### src/rtl/pun_emisor_pkg.sv
// Shared definitions for the score-message interface (emitter and ranking tracker).
package pun_emisor_pkg;

   localparam int unsigned MENS_BITS_DEF = 4;
   localparam int unsigned PUN_BITS_DEF  = 7;

   localparam logic [3:0] PUN  = 4'b1000;
   localparam logic [3:0] NONE = 4'b0000;

   typedef enum logic [1:0] {
      StIdle = 2'd0,
      StRun  = 2'd1,
      StSend = 2'd2
   } pun_state_e;

endpackage

### src/rtl/pun_tick_gen.sv
// Prescaler: asserts tick for one cycle every TICK_DIV enabled cycles. clr has priority over en.
module pun_tick_gen #(
   parameter int unsigned TICK_DIV = 50_000_000
) (
   input  logic clk,
   input  logic rst,
   input  logic clr,
   input  logic en,
   output logic tick
);

   localparam int unsigned    CntW   = (TICK_DIV > 1) ? $clog2(TICK_DIV) : 1;
   localparam logic [CntW-1:0] CntMax = CntW'(TICK_DIV - 1);

   logic [CntW-1:0] cnt_q, cnt_d;

   assign tick = en && (cnt_q == CntMax);

   always_comb begin
      cnt_d = cnt_q;
      if (clr) begin
         cnt_d = '0;
      end else if (en) begin
         cnt_d = tick ? '0 : cnt_q + CntW'(1);
      end
   end

   always_ff @(posedge clk) begin
      if (rst) begin
         cnt_q <= '0;
      end else begin
         cnt_q <= cnt_d;
      end
   end

endmodule

### src/rtl/pun_emisor.sv
// Round timer that reports its score as one valid/ready message at round end.
// Optional penalty input is enabled by defining PUN_PENALTY_EN.
module pun_emisor
   import pun_emisor_pkg::*;
#(
   parameter int unsigned MENS_BITS = MENS_BITS_DEF,
   parameter int unsigned PUN_BITS  = PUN_BITS_DEF,
`ifdef PUN_PENALTY_EN
   parameter int unsigned PEN_VAL   = 5,
`endif
   parameter int unsigned TICK_DIV  = 50_000_000
) (
   input  logic                 clk,
   input  logic                 rst,
   input  logic                 start,
   input  logic                 stop,
   input  logic                 abort,
`ifdef PUN_PENALTY_EN
   input  logic                 penalty,
`endif
   input  logic                 msg_ready,
   output logic                 msg_valid,
   output logic [MENS_BITS-1:0] msg_data,
   output logic [PUN_BITS-1:0]  msg_pun,
   output logic                 busy,
   output logic                 done
);

   localparam int unsigned MaxScore = (1 << PUN_BITS) - 1;

   pun_state_e          state_q, state_d;
   logic [PUN_BITS-1:0] score_q, score_d;
   logic [PUN_BITS-1:0] pun_q, pun_d;
   logic [PUN_BITS-1:0] score_sat;
   logic [31:0]         inc, sum;
   logic                tick, clr;

   pun_tick_gen #(
      .TICK_DIV (TICK_DIV)
   ) u_tick_gen (
      .clk  (clk),
      .rst  (rst),
      .clr  (clr),
      .en   (state_q == StRun),
      .tick (tick)
   );

   // Tick and penalty are summed first so saturation applies once on the total.
   always_comb begin
      inc = tick ? 32'd1 : 32'd0;
`ifdef PUN_PENALTY_EN
      if (penalty) begin
         inc = inc + PEN_VAL;
      end
`endif
      sum       = 32'(score_q) + inc;
      score_sat = (sum > MaxScore) ? PUN_BITS'(MaxScore) : PUN_BITS'(sum);
   end

   always_comb begin
      state_d = state_q;
      score_d = score_q;
      pun_d   = pun_q;
      clr     = 1'b0;
      unique case (state_q)
         StIdle: begin
            if (start) begin
               state_d = StRun;
               score_d = '0;
               clr     = 1'b1;
            end
         end
         StRun: begin
            if (abort) begin
               state_d = StIdle;
               score_d = '0;
               clr     = 1'b1;
            end else if (start) begin
               score_d = '0;
               clr     = 1'b1;
            end else if (stop) begin
               state_d = StSend;
               score_d = score_sat;
               pun_d   = score_sat;
            end else begin
               score_d = score_sat;
            end
         end
         StSend: begin
            if (msg_ready) begin
               state_d = StIdle;
               pun_d   = '0;
            end
         end
         default: begin
            state_d = StIdle;
         end
      endcase
   end

   always_ff @(posedge clk) begin
      if (rst) begin
         state_q <= StIdle;
         score_q <= '0;
         pun_q   <= '0;
      end else begin
         state_q <= state_d;
         score_q <= score_d;
         pun_q   <= pun_d;
      end
   end

   assign msg_valid = (state_q == StSend);
   assign msg_data  = (state_q == StSend) ? MENS_BITS'(PUN) : MENS_BITS'(NONE);
   assign msg_pun   = pun_q;
   assign busy      = (state_q != StIdle);
   assign done      = (state_q == StSend) && msg_ready;

endmodule

### config.mk
export PLATFORM = sky130hd
export DESIGN_NAME = pun_emisor
export DESIGN_NICKNAME = d
export VERILOG_FILES = /design/src/rtl/pun_emisor_pkg.sv /design/src/rtl/pun_tick_gen.sv /design/src/rtl/pun_emisor.sv
export SDC_FILE = /design/constraint.sdc
export NUM_CORES = 1
export LEC_CHECK = 0
export ABC_AREA = 1
export CORE_MARGIN = 1
export CORE_UTILIZATION = 60
export DETAILED_ROUTE_END_ITERATION = 10
export GPL_TIMING_DRIVEN = 1
export PLACE_DENSITY = 0.92
export SETUP_SLACK_MARGIN = 0.1
export SLEW_MARGIN = 40
export SYNTH_ARGS = -nofsm -noshare
export SYNTH_HDL_FRONTEND = slang
export SYNTH_SLANG_ARGS = --single-unit
export TNS_END_PERCENT = 30
### constraint.sdc
create_clock -name clk -period 6.9 [get_ports clk]
set_clock_uncertainty 0.15 [all_clocks]
set_input_delay 2.07 -clock clk [delete_from_list [all_inputs] [get_ports clk]]
set_output_delay 2.07 -clock clk [all_outputs]
set_load 0.005 [all_outputs]
## Yosys cells after proc, flatten, opt, wreduce, memory -nomap -nowiden

Index checks and enable logic that the tools add are counted.

| cells by class | value |
|---|---|
| $add $sub $neg | 2 |
| magnitude comparators | 1 |
| equal/unequal tests | 10 |
| mux-type cells | 22 |
| reductions and logical operators | 10 |

Operators with widths:

| cell | number |
|---|---|
| two-way mux 7 bit | 8 |
| one-hot mux 7 bit (2 select lines) | 2 |
| adder 26 x 1 -> 26 bit, second input constant | 1 |
| == test 26 bit, second input constant | 1 |
| two-way mux 26 bit | 1 |
| two-way mux 2 bit | 5 |
| inequality test 2 bit, second input constant | 5 |
| adder 7 x 1 -> 8 bit | 1 |
| > comparator 8 x 7 -> 1 bit, second input constant | 1 |
| inequality test 3 bit, second input constant | 2 |
| one-hot mux 2 bit (3 select lines) | 1 |
| nonzero test 2 bit | 3 |
| AND reduction 5 bit | 1 |
| two-way mux 4 bit | 1 |
| AND reduction 4 bit | 1 |
| two-way mux 1 bit | 3 |
| == test 2 x 1 -> 1 bit, second input constant | 1 |
| == test 2 bit, second input constant | 1 |
| logical AND 1 bit | 2 |
| zero test 2 bit | 1 |
| one-hot mux 1 bit (2 select lines) | 1 |
| AND reduction 2 bit | 1 |
| OR reduction 2 bit | 1 |

| storage, ports and cells | value |
|---|---|
| register bits | 42 |
| input bits | 6 |
| output and inout bits | 14 |
| word-level logic and storage cells | 49 |

## Logic depth before layout (Yosys ltp)

Gate-level depths: netlist of run 1.

| logic depth | value |
|---|---|
| word-level depth | 10 |
| mapped depth | 14 |
| depth with buffers taken out | 14 |

## Hierarchy

Synthesis of run 1 repeated with hierarchy kept, for this count alone.

| second synthesis, totals | value |
|---|---|
| cells, all modules | 361 |
| area, all modules | 2491.1 sq um |

By module, submodules not included:

| module | times used | cells each | area each (sq um) | seq. area each (sq um) |
|---|---|---|---|---|
| pun_tick_gen | 1 | 242 | 1631.6 | 520.5 |
| pun_emisor | 1 | 119 | 859.6 | 320.3 |

## Worst setup path after synthesis of run 1

Ideal clock, no wire load.

| timing path | value |
|---|---|
| path kind | input port to output port |
| start point | input msg_ready |
| end point | output done |
| arrival time | 2218 ps |
| data required time | 4680 ps |
| path slack | 2462 ps |
| stages | 2 |
| buffers on the path | 0 |
| cell sequence | nand2_1 -> inv_1 |

| between the ends | value |
|---|---|
| word-level cells in the longest chain between the ends | 1 |

RTL lines:

| what | line | text |
|---|---|---|
| start: declaration | pun_emisor.sv:21 | `input logic msg_ready,` |
| logical AND 1 bit | pun_emisor.sv:117 | `assign done = (state_q == StSend) && msg_ready;` |
| end: declaration | pun_emisor.sv:26 | `output logic done` |

No other way between the ends.

## Worst setup path after layout of run 1

Ends and elaborated chain as after synthesis.

==> results.py, run 1 <==
metrics = {
    "timing": {
        "holdWs_ns": 0.321,
        "setup_slack_ns": 1.46,
        "worstMarginPinSlew_ns": 0.584,
        "min_period_ns": 5.44,
        "slew_viol_final": 0,
        "period_share_pct": 78.8,
        "relSlewSlack_pct": 60.9,
        "tns_ns": 0,
        "rsz0062_at_grt": "false",
        "setup_violations": 0,
        "hold_viol": 0,
        "fmax_ghz": 0.184,
    },
    "cts": {
        "numCtsBuffers": 5,
        "cts_root_buffer": "clkbuf_8",
        "cts-resized-gates": 0,
        "cts.path.max_buffers": 2,
        "clock-sinks": 42,
        "clock_latency_ns": 0.30,
        "ctsHoldBuffers": 0,
        "postCtsSetupRepairBufs": 0,
        "htreeDepth": 2,
        "cts_tree": "done",
        "clk_pin_slew_ns": 0.08,
    },
    "routing": {
        "drt_wl_total_um": 4870,
        "drtPass1Iterations": 5,
        "avgRoutedWirePerCell_um": 12.1,
        "antenna_left": 0,
        "drt_iter0_drc": 139,
        "drc": 0,
        "vias": 2121,
        "post_drt_via_cell_ratio": 5.28,
    },
    "worst_setup_path": {
        "crit_slowest_cell": "clkdlybuf4s50_1",
        "end_kind": "output pin",
        "critPathMaxStageDelay_ns": 0.51,
        "critPathLaunchType": "input port",
        "r2r_cells": 12,
        "worst-path-max-fanout": 2,
        "crit_arrival_ns": 3.22,
        "path_cells": "clkdlybuf4s50_1 > nand2_1 > inv_1 > clkdlybuf4s50_1",
        "r2r_end": "msg_pun[4]$_SDFFE_PP0P_",
        "reg2reg_from": "u_tick_gen.cnt_q[0]$_SDFFE_PP0P_",
        "r2r_slack_ns": 4.25,
        "worst-setup-path-type": "in2out",
        "cp_common_cell": "clkdlybuf4s50_1",
        "cp.required_ns": 4.68,
    },
    "die": {
        "coreArea_mm2": 0.00369,
        "rows": 22,
        "die_area_mm2": 0.00413,
        "die_w_um": 64.3,
        "dieHeight_um": 64.3,
        "start_util_pct": 63.1,
        "io_pins": 20,
    },
    "power_and_ir_drop": {
        "switching_share_pct": 23.3,
        "p_per_area_mw_per_mm2": 166,
        "pwr-share-comb_pct": 5.3,
        "power.switching_uw": 101,
        "seq_power_share_pct": 56.5,
        "ir_worst_vdd_mv": 0.108,
        "power.total_uw": 432,
        "leakage_nw": 1.07,
        "p_clk_share_pct": 38.2,
        "internal-power_uw": 331,
    },
    "worst_hold_path": {
        "hp-start": "msg_pun[1]$_SDFFE_PP0P_",
        "hold_class": "reg2reg",
        "min_to": "msg_pun[1]$_SDFFE_PP0P_",
        "whs_path_depth": 2,
    },
    "layout": {
        "drive_above_1_share_pct": 11.9,
        "nets": 362,
        "syn_to_final_growth_pct": 11.4,
        "antenna_cells": 0,
    },
    "logic_synthesis": {
        "synth_area_mm2": 0.00233,
        "synthDistinctLibCells": 33,
        "syn_inst": 336,
        "synthAdderAreaFrac_pct": 1.61,
        "synth-simple-area-share_pct": 41.0,
        "synth_seq_cells": 42,
        "seq_area_frac_synth_pct": 36.1,
        "synthXorXnorAreaFrac_pct": 4.52,
        "synth_top_family_by_area": "simple AND/OR/NAND/NOR gates",
        "synth_warnings": 0,
        "synth_mux_area_share_pct": 0,
        "synth_compound_area_share_pct": 8.17,
        "synth.avg_cell_area_um2": 6.93,
    },
    "placement": {
        "dp_hpwl_um": 3660,
        "gp_congestion": 0.875,
        "port_buffers": 16,
        "place_ws_ns": 1.46,
    },
    "run": {
        "maxCapViolCount": 0,
    },
    "grt": {
        "grt_start_max_net_pins": 18,
        "track_usage_pct": 25.9,
        "grt_pass1_vias": 1937,
        "grt_pass1_wl_um": 8280,
        "globalRouteOverflowTotal": 0,
        "antenna_found_initial": 0,
    },
    "run_status": {
        "status": "finished, final reports clean",
    },
}
synthesized netlist by cell type:
| library cell | n | area (um^2) |
|---|---|---|
| xnor2_1 | 3 | 26.3 |
| nand2_2 | 7 | 43.8 |
| dfxtp_1 | 42 | 841 |
| clkbuf_1 | 1 | 3.75 |
| inv_1 | 35 | 131 |
| o21ai_2 | 1 | 8.76 |
| inv_2 | 3 | 11.3 |
| nor3_2 | 1 | 10.0 |
| nand2_1 | 78 | 293 |
| nand3_2 | 1 | 10.0 |
| o21bai_2 | 1 | 11.3 |
| buf_1 | 1 | 3.75 |
| nor2_1 | 56 | 210 |
| nor2_8 | 2 | 40.0 |
| nor3_1 | 5 | 25.0 |
| a21oi_1 | 21 | 105 |
| buf_6 | 1 | 11.3 |
| nand4_1 | 6 | 37.5 |
| a21o_1 | 1 | 7.51 |
| nor2_2 | 7 | 43.8 |
| o21ba_2 | 1 | 10.0 |
| xor2_1 | 9 | 78.8 |
| ha_1 | 3 | 37.5 |
| o21ai_0 | 7 | 35.0 |
| buf_4 | 4 | 30.0 |
| nand4_2 | 1 | 12.5 |
| nor2_4 | 6 | 67.6 |
| nand2_4 | 3 | 33.8 |
| buf_2 | 1 | 5.00 |
| or2_2 | 1 | 6.26 |
| nand3_1 | 24 | 120 |
| a31oi_1 | 2 | 12.5 |
| conb_1 | 1 | 3.75 |
placed cells by master, fill, tap and decap left out, types with 5 or more instances in the layout:
master and count:
nor2_1 56, a21oi_1 21, inv_1 35, nor3_1 5, nor2_4 6, nand2_2 7
nand3_1 24, o21ai_0 7, clkbuf_8 6, xor2_1 9, clkdlybuf4s50_1 16, nor2_2 7
nand2_1 78, dfxtp_1 42, nand4_1 6
logic make-up after synthesis:
kind of cell / count (synthesis)
simple gates: 198
buf+inv: 46
flops: 42
compound gates: 34
xor+xnor: 12
fa+ha+maj: 3
other cells: 1
per-stage QoR:
stage | cell area (um^2) | std cells | util, %
floorplan | 2330 | 338 | -
global placement | 2500 | 394 | 67.8
detailed placement | 2500 | 394 | 67.8
CTS | 2590 | 402 | 70.3
global route | 2590 | 402 | 70.3
finish | 2590 | 402 | 70.3
state kept, by name, summed over array words and instances, names as in the netlist:
| register | cells |
|---|---|
| u_tick_gen.cnt_q | 26 |
| msg_pun | 7 |
| score_q | 7 |
| state_q | 2 |
power by group through the flow:
stage	Clock [mW]	Sequential (mW)	Combinational (mW)
final	0.165	0.244	0.0228
after global routing	0.179	0.244	0.0248
after CTS	0.167	0.244	0.0226
after detailed placement	0	0.250	0.0224
after global placement	0	0.250	0.0222
after floorplan	0	0.250	0.0164
critical path, delay by kind of cell:
family	cells	cell delay, ns
buffers and inverters	3	1.10
and+or+nand+nor	1	0.05
worst max-delay path by stage:
stage              start  slack [ns]  endpoint
3_5_place_dp   msg_ready        1.46      done
2_1_floorplan  msg_ready        2.46      done
4_1_cts        msg_ready        1.46      done
6_report       msg_ready        1.46      done
3_3_place_gp   msg_ready        1.46      done
5_1_grt        msg_ready        1.39      done
per-layer routing:
layer	GRT usage [%]	wire (um)	vias up
li1	-	-	1089
met1	30.0	2150	968
met2	45.3	2390	56
met3	6.43	261	8
met4	10.3	72	0
met5	0	0	-
cell type report:
cell class	instances	area, um^2
clock inverter	1	5.00
tap	48	60.1
inverter	38	143
multi-input combinational	250	1300
sequential	42	841
timing repair buffer	16	160
fill	298	1100
clock buffer	7	86.3
No activity file was read; power rests on OpenSTA's default activity.
==> run 2: changes to the inputs <==
--- a/config.mk
+++ b/config.mk
@@ -7,10 +7,10 @@
 export LEC_CHECK = 0
 export ABC_AREA = 1
 export CORE_MARGIN = 1
-export CORE_UTILIZATION = 60
+export CORE_UTILIZATION = 57
 export DETAILED_ROUTE_END_ITERATION = 10
 export GPL_TIMING_DRIVEN = 1
-export PLACE_DENSITY = 0.92
+export PLACE_DENSITY = 0.89
 export SETUP_SLACK_MARGIN = 0.1
 export SLEW_MARGIN = 40
 export SYNTH_ARGS = -nofsm -noshare
==> constraint.sdc (replaced) <==
create_clock -name clk -period 5.6 [get_ports clk]
set_clock_uncertainty 0.15 [all_clocks]
set_input_delay 1.68 -clock clk [delete_from_list [all_inputs] [get_ports clk]]
set_output_delay 1.68 -clock clk [all_outputs]
set_load 0.005 [all_outputs]
==> results.py, run 2 (same netlist as run 1, synthesis figures left out) <==
metrics = {
    "run_status": {
        "status": "finished, final reports clean",
    },
    "layout": {
        "syn_to_final_growth_pct": 10.9,
        "antenna_cells": 0,
        "final_common_cell": "nand2_1",
        "multiInputGateArea_mm2": 0.00130,
        "drive_above_1_share_pct": 11.9,
        "largest_register_ffs": 26,
        "regMostFlops": "u_tick_gen.cnt_q",
        "fill_cells": 329,
        "nets": 362,
        "fin_area_mm2": 0.00258,
        "final_cell_mix": "nand2_1 (78), nor2_1 (56), dfxtp_1 (42), inv_1 (35), nand3_1 (24)",
        "regArea_um2": 841,
        "layout.core_utilization_pct": 67.9,
    },
    "grt": {
        "track_usage_pct": 25.1,
        "busiest_layer": "met2",
        "grt_pass1_wl_um": 8260,
        "antenna_found_initial": 0,
        "met2_usage_pct": 41.8,
        "grt_pass1_vias": 1889,
        "globalRouteOverflowTotal": 0,
        "use_met3_pct": 5.69,
        "grt_start_max_net_pins": 18,
        "gr-usage-met1_pct": 31.2,
    },
    "routing": {
        "drt_wl_total_um": 4870,
        "antenna_left": 0,
        "vias": 2070,
        "avgRoutedWirePerCell_um": 12.1,
        "post_drt_via_cell_ratio": 5.16,
        "drt_iter0_drc": 132,
        "drc": 0,
        "drtPass1Iterations": 4,
    },
    "timing": {
        "setup_slack_ns": 0.915,
        "setup_violations": 0,
        "tns_ns": 0,
        "min_period_ns": 4.68,
        "worstMarginPinSlew_ns": 0.611,
        "period_share_pct": 83.7,
        "hold_viol": 0,
        "slew_viol_final": 0,
        "fmax_ghz": 0.213,
        "rsz0062_at_grt": "false",
        "relSlewSlack_pct": 59.1,
    },
    "worst_setup_path": {
        "crit_arrival_ns": 2.85,
        "cp.required_ns": 3.77,
        "worst-setup-path-type": "in2out",
        "critPathLaunchType": "input port",
        "worst-path-max-fanout": 2,
        "end_kind": "output pin",
    },
    "power_and_ir_drop": {
        "ir_worst_vdd_mv": 0.164,
        "seq_power_share_pct": 58.6,
        "p_clk_share_pct": 36.0,
        "internal-power_uw": 392,
        "p_per_area_mw_per_mm2": 199,
        "pwr-share-comb_pct": 5.4,
        "power.switching_uw": 121,
        "power.total_uw": 513,
        "leakage_nw": 1.07,
        "switching_share_pct": 23.6,
    },
    "placement": {
        "dp_hpwl_um": 3550,
        "place_area_mm2": 0.00250,
        "place_ws_ns": 0.913,
        "port_buffers": 16,
        "gp_congestion": 0.902,
    },
    "die": {
        "dieHeight_um": 65.9,
        "start_util_pct": 61.3,
        "die_area_mm2": 0.00434,
        "io_pins": 20,
        "coreArea_mm2": 0.00380,
        "rows": 22,
        "die_w_um": 65.9,
    },
    "cts": {
        "clock_latency_ns": 0.29,
        "clk_pin_slew_ns": 0.08,
        "numCtsBuffers": 5,
        "cts-resized-gates": 0,
        "postCtsSetupRepairBufs": 0,
        "cts_root_buffer": "clkbuf_8",
        "ctsHoldBuffers": 0,
        "htreeDepth": 2,
        "cts.path.max_buffers": 2,
        "cts_tree": "done",
        "clock-sinks": 42,
    },
    "worst_hold_path": {
        "hold_class": "reg2reg",
    },
    "run": {
        "maxCapViolCount": 0,
    },
}
==> run 2: cell types whose count changed in the layout (fill, tap and decap cells not counted) <==
cell	delta
clkbuf_1	-1
clkbuf_8	-1
clkinv_2	+1
==> run 2: final cells by class <==
class / instances / share of cell area (%)
clock inverter: 2 / 0.388
sequential: 42 / 32.6
clock buffer: 5 / 2.67
tap: 48 / 2.33
timing repair buffer: 16 / 6.21
multi-input combinational: 250 / 50.3
inverter: 38 / 5.53
==> run 2: per-layer routing <==
layer  vias up  part of all wire (%)
met2        55                    46
met4         0                   1.3
li1       1084                     -
met5         -                     0
met3         6                   5.5
met1       925                    47
==> run 2: worst paths after layout <==
kind                                          from                       to  slack [ns]  cells after the start
hold reg to reg            msg_pun[6]$_SDFFE_PP0P_  msg_pun[6]$_SDFFE_PP0P_        0.32                      2
setup reg to reg  u_tick_gen.cnt_q[0]$_SDFFE_PP0P_  msg_pun[2]$_SDFFE_PP0P_        3.03                     12
hold / removal             msg_pun[6]$_SDFFE_PP0P_  msg_pun[6]$_SDFFE_PP0P_        0.32                      2
setup / recovery                         msg_ready                     done        0.92                      4
==> run 2: stage by stage <==
| stage | hold slack [ns] | cells |
|---|---|---|
| floorplan | 0.300 | 338 |
| finish | 0.320 | 401 |
| global placement | 0.303 | 394 |
| global route | 0.345 | 401 |
| detailed placement | 0.309 | 394 |
| CTS | 0.323 | 401 |
==> run 2: critical path, cell delays in order <==
cell             delay [ns]
clkdlybuf4s50_1        0.48
nand2_1                0.06
inv_1                  0.12
clkdlybuf4s50_1        0.51
==> run 2: power groups by stage <==
| stage | combinational (mW) | clock [mW] | sequential [mW] |
|---|---|---|---|
| 5_1_grt | 0.0305 | 0.199 | 0.301 |
| 2_1_floorplan | 0.0202 | 0 | 0.307 |
| 4_1_cts | 0.0277 | 0.189 | 0.301 |
| 6_report | 0.0277 | 0.184 | 0.301 |
| 3_5_place_dp | 0.0276 | 0 | 0.308 |
| 3_3_place_gp | 0.0273 | 0 | 0.308 |
==> run 3: changes to the inputs <==
==> constraint.sdc (replaced) <==
create_clock -name clk -period 4.9 [get_ports clk]
set_clock_uncertainty 0.15 [all_clocks]
set_input_delay 1.47 -clock clk [delete_from_list [all_inputs] [get_ports clk]]
set_output_delay 1.47 -clock clk [all_outputs]
set_load 0.005 [all_outputs]
==> results.py, run 3 (same netlist as run 1, synthesis figures left out) <==
metrics = {
    "cts": {
        "cts.path.max_buffers": 2,
        "clock_latency_ns": 0.30,
        "cts_root_buffer": "clkbuf_8",
        "clock-sinks": 42,
        "cts_tree": "done",
        "ctsHoldBuffers": 0,
        "cts-resized-gates": 0,
        "numCtsBuffers": 5,
        "clk_pin_slew_ns": 0.08,
        "htreeDepth": 2,
        "postCtsSetupRepairBufs": 0,
    },
    "worst_setup_path": {
        "crit_buf_inv": 3,
        "worst-path-max-fanout": 2,
        "path_cells": "clkdlybuf4s50_1 > nand2_1 > inv_1 > clkdlybuf4s50_1",
        "r2r_end": "score_q[3]$_SDFFE_PP0P_",
        "cp_common_cell": "clkdlybuf4s50_1",
        "end_kind": "output pin",
        "r2r_slack_ns": 2.30,
        "cpLargestDelayFamily": "buffers and inverters",
        "cp.required_ns": 3.28,
        "critPathLaunchType": "input port",
        "crit_arrival_ns": 2.63,
        "r2r_cells": 12,
        "reg2reg_from": "u_tick_gen.cnt_q[0]$_SDFFE_PP0P_",
        "crit_slowest_cell": "clkdlybuf4s50_1",
        "worst-setup-path-type": "in2out",
        "critPathMaxStageDelay_ns": 0.51,
    },
    "layout": {
        "antenna_cells": 0,
        "nets": 362,
        "final_cell_mix": "nand2_1 (78), nor2_1 (56), dfxtp_1 (42), inv_1 (35), nand3_1 (24)",
        "syn_to_final_growth_pct": 12.0,
        "regMostFlops": "u_tick_gen.cnt_q",
        "drive_above_1_share_pct": 11.6,
        "fill_cells": 302,
        "final_cells": 402,
        "layout.core_utilization_pct": 68.6,
        "largest_register_ffs": 26,
        "final_common_cell": "nand2_1",
    },
    "timing": {
        "rsz0062_at_grt": "false",
        "slew_viol_final": 0,
        "period_share_pct": 86.6,
        "tns_ns": 0,
        "worstMarginPinSlew_ns": 0.626,
        "relSlewSlack_pct": 58.1,
        "setup_violations": 0,
        "setup_slack_ns": 0.655,
        "fmax_ghz": 0.236,
        "min_period_ns": 4.25,
        "hold_viol": 0,
    },
    "power_and_ir_drop": {
        "p_per_area_mw_per_mm2": 248,
        "power.total_uw": 646,
        "leakage_nw": 1.08,
        "power.switching_uw": 141,
        "ir_worst_vdd_mv": 0.186,
        "internal-power_uw": 505,
        "pwr-share-comb_pct": 5.1,
        "p_clk_share_pct": 41.8,
        "switching_share_pct": 21.9,
        "seq_power_share_pct": 53.2,
    },
    "routing": {
        "avgRoutedWirePerCell_um": 12.3,
        "drtPass1Iterations": 4,
        "drt_wl_total_um": 4960,
        "drt_iter0_drc": 111,
        "vias": 2147,
        "antenna_left": 0,
        "drc": 0,
        "post_drt_via_cell_ratio": 5.34,
    },
    "die": {
        "dieHeight_um": 65.9,
        "die_area_mm2": 0.00434,
        "die_w_um": 65.9,
        "start_util_pct": 61.3,
        "coreArea_mm2": 0.00380,
        "rows": 22,
        "io_pins": 20,
    },
    "grt": {
        "track_usage_pct": 26.3,
        "antenna_found_initial": 0,
        "globalRouteOverflowTotal": 0,
        "grt_pass1_vias": 2040,
        "grt_pass1_wl_um": 8630,
        "grt_start_max_net_pins": 18,
    },
    "placement": {
        "place_inst": 394,
        "place_ws_ns": 0.650,
        "gp_congestion": 0.900,
        "port_buffers": 16,
        "dp_hpwl_um": 3630,
    },
    "worst_hold_path": {
        "hp-start": "msg_pun[4]$_SDFFE_PP0P_",
        "min_to": "msg_pun[4]$_SDFFE_PP0P_",
        "hold_class": "reg2reg",
        "whs_path_depth": 2,
    },
    "run_status": {
        "status": "finished, final reports clean",
    },
    "run": {
        "maxCapViolCount": 0,
    },
}
-- run 3: layout make-up --
type                            count  area [um^2]  share of cell area, %
Multi-Input combinational cell    250         1300                   49.8
Sequential cell                    42          841                   32.2
Timing Repair Buffer               16          160                   6.14
Inverter                           38          143                   5.47
Clock buffer                        7         76.3                   2.93
Tap cell                           48         60.1                   2.30
Clock inverter                      1         30.0                   1.15
-- run 3: worst min-delay path, stage by stage, from the launching register on --
cell     delay [ns]
dfxtp_1        0.32
nand2_1        0.06
a21oi_1        0.06
-- run 3: worst max path at each step --
stage	start	to	slack (ns)	depth (start not counted)
final	msg_ready	done	0.65	4
after global routing	msg_ready	done	0.60	4
after detailed placement	msg_ready	done	0.65	4
after global placement	msg_ready	done	0.67	4
after floorplan	msg_ready	done	1.66	2
after CTS	msg_ready	done	0.65	4
-- run 3: metal layers --
layer  global-route usage [%]  wire (um)  up-vias
met5                        0          0        -
met4                     10.3         78        0
met3                     5.69        244        9
met2                     43.6       2350       60
met1                     32.8       2280      987
li1                         -          -     1091
-- run 3: stage by stage --
step | cell area, um^2 | hold slack, ns
finish | 2610 | 0.332
global route | 2610 | 0.355
CTS | 2610 | 0.334
detailed placement | 2500 | 0.307
global placement | 2500 | 0.303
floorplan | 2330 | 0.300
-- run 3: power groups by stage --
stage	logic (mW)	clock network, mW	registers (mW)
floorplan	0.0231	0	0.351
global placement	0.0312	0	0.352
detailed placement	0.0321	0	0.352
CTS	0.0326	0.270	0.344
global route	0.0359	0.283	0.344
finish	0.0327	0.270	0.344
